$ cat src/rtl/irem_video_pkg.sv
// irem_video_pkg: shared raster types and default M92 video timing.
// Contents:
//   hcnt_t / vcnt_t  - horizontal (10-bit) and vertical (9-bit) counter types
//   M92_*            - default timing used by the raster generator and by
//                      the tilemap/sprite engines that consume hcnt/vcnt
package irem_video_pkg;

    typedef logic [9:0] hcnt_t;
    typedef logic [8:0] vcnt_t;

    localparam int M92_CE_DIV       = 5;
    localparam int M92_H_TOTAL      = 512;
    localparam int M92_H_VIS        = 320;
    localparam int M92_H_SYNC_START = 360;
    localparam int M92_H_SYNC_LEN   = 32;
    localparam int M92_V_TOTAL      = 284;
    localparam int M92_V_VIS        = 240;
    localparam int M92_V_SYNC_START = 256;
    localparam int M92_V_SYNC_LEN   = 3;
    localparam int M92_H_IRQ        = 328;

endpackage

$ cat src/rtl/irem_ce_div.sv
// irem_ce_div: divides clk down to a one-clk pixel enable every CE_DIV clocks.
// Ports:
//   clk     in   system/video clock
//   reset_n in   asynchronous active-low reset
//   ce_pix  out  registered pulse, high on the clk where the divider sits at CE_DIV-1
module irem_ce_div
    import irem_video_pkg::*;
#(
    parameter int CE_DIV = M92_CE_DIV
) (
    input  logic clk,
    input  logic reset_n,
    output logic ce_pix
);

    localparam logic [3:0] LAST = 4'(CE_DIV - 1);

    logic [3:0] div;
    logic [3:0] div_next;

    assign div_next = (div == LAST) ? 4'd0 : div + 4'd1;

    // ce_pix is decoded from div_next so it is high exactly while div==LAST
    always_ff @(posedge clk or negedge reset_n) begin
        if (!reset_n) begin
            div    <= '0;
            ce_pix <= 1'b0;
        end else begin
            div    <= div_next;
            ce_pix <= (div_next == LAST);
        end
    end

endmodule

$ cat src/rtl/irem_video_timing.sv
// irem_video_timing: raster generator with blanking, sync, vblank and raster-compare interrupts.
// Ports:
//   clk            in   system/video clock
//   reset_n        in   asynchronous active-low reset
//   raster_wr      in   one-clk strobe loading raster_line_in into the pending compare
//   raster_line_in in   requested interrupt line
//   ce_pix         out  pixel enable, one clk every CE_DIV clocks
//   hcnt / vcnt    out  pixel and line counters
//   hb / vb        out  horizontal / vertical blank
//   hs / vs        out  horizontal / vertical sync
//   vblank_irq     out  one-clk pulse entering line V_VIS
//   raster_irq     out  one-clk pulse at hcnt==H_IRQ on the active compare line
//   raster_line    out  compare value currently in effect
module irem_video_timing
    import irem_video_pkg::*;
#(
    parameter int CE_DIV       = M92_CE_DIV,
    parameter int H_TOTAL      = M92_H_TOTAL,
    parameter int H_VIS        = M92_H_VIS,
    parameter int H_SYNC_START = M92_H_SYNC_START,
    parameter int H_SYNC_LEN   = M92_H_SYNC_LEN,
    parameter int V_TOTAL      = M92_V_TOTAL,
    parameter int V_VIS        = M92_V_VIS,
    parameter int V_SYNC_START = M92_V_SYNC_START,
    parameter int V_SYNC_LEN   = M92_V_SYNC_LEN,
    parameter int H_IRQ        = M92_H_IRQ
) (
    input  logic        clk,
    input  logic        reset_n,
    input  logic        raster_wr,
    input  logic [8:0]  raster_line_in,
    output logic        ce_pix,
    output hcnt_t       hcnt,
    output vcnt_t       vcnt,
    output logic        hb,
    output logic        vb,
    output logic        hs,
    output logic        vs,
    output logic        vblank_irq,
    output logic        raster_irq,
    output vcnt_t       raster_line
);

    if (CE_DIV < 2 || CE_DIV > 16) begin : g_bad_ce_div
        $error("CE_DIV must be in 2..16");
    end
    if (H_TOTAL < 2 || H_TOTAL > 1024 || H_VIS > H_TOTAL || H_IRQ >= H_TOTAL) begin : g_bad_h
        $error("horizontal timing does not fit hcnt");
    end
    if (H_SYNC_START < 1 || H_SYNC_START + H_SYNC_LEN > H_TOTAL) begin : g_bad_hsync
        $error("hsync window must lie inside the line");
    end
    if (V_TOTAL < 2 || V_TOTAL > 512 || V_VIS >= V_TOTAL || V_SYNC_START + V_SYNC_LEN > V_TOTAL) begin : g_bad_v
        $error("vertical timing does not fit vcnt");
    end

    localparam hcnt_t H_LAST = hcnt_t'(H_TOTAL - 1);
    localparam vcnt_t V_LAST = vcnt_t'(V_TOTAL - 1);

    logic  ce;
    hcnt_t h_next;
    vcnt_t v_next;
    vcnt_t pending;

    irem_ce_div #(.CE_DIV(CE_DIV)) u_ce_div (
        .clk    (clk),
        .reset_n(reset_n),
        .ce_pix (ce)
    );

    assign ce_pix = ce;

    always_comb begin
        h_next = (hcnt == H_LAST) ? '0 : hcnt + hcnt_t'(1);
        v_next = (hcnt != H_LAST) ? vcnt : (vcnt == V_LAST) ? '0 : vcnt + vcnt_t'(1);
    end

    // Decodes use the next counter values so they line up with hcnt/vcnt.
    // vs is only re-evaluated at the hsync start pixel so both sync edges coincide.
    always_ff @(posedge clk or negedge reset_n) begin
        if (!reset_n) begin
            hcnt        <= '0;
            vcnt        <= '0;
            hb          <= 1'b0;
            vb          <= 1'b0;
            hs          <= 1'b0;
            vs          <= 1'b0;
            vblank_irq  <= 1'b0;
            raster_irq  <= 1'b0;
            pending     <= 9'h1FF;
            raster_line <= 9'h1FF;
        end else begin
            vblank_irq <= 1'b0;
            raster_irq <= 1'b0;
            if (raster_wr)
                pending <= raster_line_in;
            if (ce) begin
                hcnt       <= h_next;
                vcnt       <= v_next;
                hb         <= int'(h_next) >= H_VIS;
                vb         <= int'(v_next) >= V_VIS;
                hs         <= int'(h_next) >= H_SYNC_START && int'(h_next) < H_SYNC_START + H_SYNC_LEN;
                vblank_irq <= int'(v_next) == V_VIS && h_next == '0;
                // lines at or beyond V_TOTAL never equal v_next, so they never fire
                raster_irq <= int'(h_next) == H_IRQ && v_next == raster_line;
                if (int'(h_next) == H_SYNC_START)
                    vs <= int'(v_next) >= V_SYNC_START && int'(v_next) < V_SYNC_START + V_SYNC_LEN;
                // pending is read before this clk's raster_wr lands, so a colliding write waits a line
                if (h_next == '0)
                    raster_line <= pending;
            end
        end
    end

endmodule

$ cat config.mk
export PLATFORM = sky130hd
export DESIGN_NAME = irem_video_timing
export DESIGN_NICKNAME = d
export VERILOG_FILES = /design/src/rtl/irem_video_pkg.sv /design/src/rtl/irem_ce_div.sv /design/src/rtl/irem_video_timing.sv
export SDC_FILE = /design/constraint.sdc
export NUM_CORES = 1
export LEC_CHECK = 0
export CAP_MARGIN = 20
export CORE_MARGIN = 2
export CORE_UTILIZATION = 53
export DETAILED_ROUTE_END_ITERATION = 16
export PLACE_DENSITY = 0.77
export SLEW_MARGIN = 30
export SYNTH_ARGS = -nofsm -noshare
export SYNTH_HDL_FRONTEND = slang
export SYNTH_SLANG_ARGS = --single-unit
$ cat constraint.sdc
create_clock -name clk -period 5.7 [get_ports clk]
set_input_delay 0.855 -clock clk [delete_from_list [all_inputs] [get_ports clk]]
set_output_delay 0.855 -clock clk [all_outputs]
set_load 0.01 [all_outputs]
==> metrics.md <==
| Metric | Value |
|---|---|
| First-pass GRT wire length | 11150 um |
| CTS tree | yes |
| WP data arrival | 3.09 ns |
| Final Hold Fails | 0 |
| Yosys reg bits | 48 |
| Post-synthesis cell count | 320 |
| Critical Path Start Type | register |
| DRC Markers | 0 |
| RSZ-0062 raised after global routing | no |
| Vias per cell | 5.962 |
| Crit-path cells | ha_1, and3_1, nand3_2, nor3_1, a21oi_1, or4b_4, a31oi_1 |
| HPWL after DPL | 4880 um |
| # IOs | 47 |
| Die Ht | 81.67 um |
| # port buffers | 46 |
| Setup WS post-layout | 2.839 ns |
| Die area | 6669 um^2 |
| Logic pwr share | 3.7% |
| Nets@finish | 361 |
| Pins Over Slew Limit | 0 |
| Total grt overflow | 0 |
| Clk sinks | 48 |
| Rel. slew slack | 46.22% |
| Max incr delay on CP | 0.57 ns |
| CTS root buf | clkbuf_8 |
| Inserted Clock Buffers | 5 |
| GRT Total Usage | 21.58% |
| Outcome | completed |
| Flop pwr share | 61.2% |
| # Post-CTS Setup Buffers | 0 |
| Pwr dens | 158.9 nW/um^2 |
| Fin Setup TNS | 0 ns |
| Reg clk slew, reported paths | 0.09 ns |
| Clk_lat worst skew | 0.30 ns |
| Starting Density | 54.32% |
| Met3 wire length | 344 um |
| Final WL | 6821 um |
| Fin crit period | 2.861 ns |
| Hold Crit Class | register to register |
| Number of global-route vias before repair | 2258 |
| Count of cell types in the netlist | 69 |
| Core Footprint | 5886 um^2 |
| Sequential cell area fraction in the yosys report | 38.28% |
| Worst slack, placed | 2.909 ns |
| Sw frac | 22.04% |
| Max VDD drop | 0.1414 mV |
| Worst-path maximum fanout | 12 |
| Setup Skew | 0.007228 ns |
| Antenna violations before repair | 0 |
| Syn_nets | 336 |
| Synth-to-layout area growth | 14.05% |
| Ant diodes | 0 |
| Clock Path Buffers | 2 |
| Critical path data required time | 5.93 ns |
| EDFF count, synth | 0 |
| Resized Gates After CTS | 0 |
| Routed length on met1 | 3297 um |
| Top Metal Used | met4 |
| Avg Inst Size Synth | 9.990 um^2 |
| Layout cell share with drive strength beyond 1 | 20.52% |
| Synthesized cell area | 3197 um^2 |
| Core Rows | 28 |
| Crit. End Element | register |
| Number of max-cap violations | 0 |
| Drt wl/cell | 16.20 um |
| DIE WIDTH | 81.67 um |
| Reg-to-reg slack, setup | 2.84 ns |
| Power share of the clock group | 35.1% |
| Hold-fix buffers, CTS | 0 |
| Final setup viols | 0 |
| Internal power | 451.6 uW |
| Psw | 127.6 uW |
| Antenna viol nets, final | 0 |
| Period utilization | 50.20% |
| H-tree levels | 2 |
| Post-synth ARST share | 100.0% |
| 1st-iter DRT viols | 255 |
| Slowest cell on crit path | or4b_4 |
| DR WL met2 | 3113 um |
| Vias | 2510 |
| Top FF cell, synth | dfrtp_1 |
| Pin count of the biggest net entering global routing | 49 |
| F_max | 349.5 MHz |
| Leak Pwr | 1.406 nW |
| Drt pass-1 iters | 4 |
| Crit Path Class | register to register |
| Worst Tran Pin Value | 0.8067 ns |
| Final GP Congestion | 0.8686 |
| Synth warnings | 0 |
-- synthesized netlist by cell type, types with 9 or more instances --
cell type	number	share of area, %
xnor2_1	11	3.0
buf_2	9	1.4
nand3_1	14	2.2
mux2_2	25	8.8
inv_1	11	1.3
dfstp_2	18	15
nand2_1	21	2.5
o21ai_0	15	2.3
nor2_1	18	2.1
a21oi_1	10	1.6
dfrtp_1	30	23
-- final cells by class --
type | instances | area (um^2)
Sequential cell | 48 | 1224
Clock inverter | 2 | 15.01
Fill cell | 527 | 2240
Inverter | 11 | 41.29
Clock buffer | 6 | 72.57
Timing Repair Buffer | 46 | 457.9
Tap cell | 75 | 93.84
Multi-Input combinational cell | 233 | 1742
-- worst max-delay path: cells and delay by family, from the launching register on --
family,cells,cell delay [ns]
adder cells (fa/ha/maj),1,0.53
AO/OA/AOI/OAI,2,0.32
flip-flops,1,0.51
AND/OR/NAND/NOR,4,1.43
-- power groups by stage --
stage / logic (mW) / registers [mW] / clock network (mW)
2_1_floorplan: 0.00798 / 0.360 / 0
3_3_place_gp: 0.0217 / 0.361 / 0
3_5_place_dp: 0.0223 / 0.361 / 0
4_1_cts: 0.0223 / 0.355 / 0.212
5_1_grt: 0.0246 / 0.356 / 0.223
6_report: 0.0214 / 0.355 / 0.203
-- kinds of logic after synthesis --
family,after synthesis,share of synthesized area [%]
xor+xnor,20,5.910
mux,30,10.37
flops,48,38.28
fa+ha+maj,4,1.566
simple gates,112,22.00
buf+inv,39,7.241
compound gates,67,14.64
-- layer usage --
metal | vias up | track usage (%)
met5 | - | 0
met4 | 0 | 5.667
met3 | 6 | 5.055
met2 | 66 | 32.95
met1 | 1225 | 30.87
li1 | 1213 | -
-- through the flow --
step                      hold WS [ns]  total power, mW  utilization, %  cell area (um^2)  instances
after floorplan                 0.4642           0.3679               -              3197        320
after global placement          0.4753           0.3824           60.42              3556        413
after detailed placement        0.4769           0.3835           60.46              3558        413
after CTS                       0.4968           0.5890           61.95              3646        421
after global routing            0.5092           0.6035           61.95              3646        421
final                           0.4916           0.5792           61.95              3646        421
-- flip-flops by register name, summed over array words and instances, names as in the netlist --
register and flops:
hcnt 10, pending 9, raster_line 9, vcnt 9, u_ce_div.div 4, hb 1, hs 1, raster_irq 1
u_ce_div.ce_pix 1, vb 1, vblank_irq 1, vs 1
-- cells in the final DEF, fill, tap and decap left out, types with 5 or more instances in the layout --
master            n
nor2_1           18
nand3_1          14
clkbuf_8          5
clkdlybuf4s50_1  45
dfstp_2          18
o21ai_0          15
nand2_1          21
xnor2_1          11
nor4_1            5
and3_1            6
nor2b_1           5
nand3b_1          5
nand2b_1          5
mux2i_1           5
a31oi_1           8
mux2_2           25
inv_1            11
dfrtp_1          30
xor2_1            8
a21oi_1          10
-- final timing paths --
kind | start | endpoint | cells after the start
worst min-delay path | hb$_DFFE_PN0P_ | hb$_DFFE_PN0P_ | 1
worst max register to register | hcnt[1]$_DFFE_PN0P_ | vb$_DFFE_PN0P_ | 7
worst max-delay path | hcnt[1]$_DFFE_PN0P_ | vb$_DFFE_PN0P_ | 7
max in group asynchronous | reset_n | vcnt[3]$_DFFE_PN0P_ | 1
worst min register to register | hb$_DFFE_PN0P_ | hb$_DFFE_PN0P_ | 1
min in group asynchronous | reset_n | hcnt[5]$_DFFE_PN0P_ | 1
(Power assumes the default switching activity.)
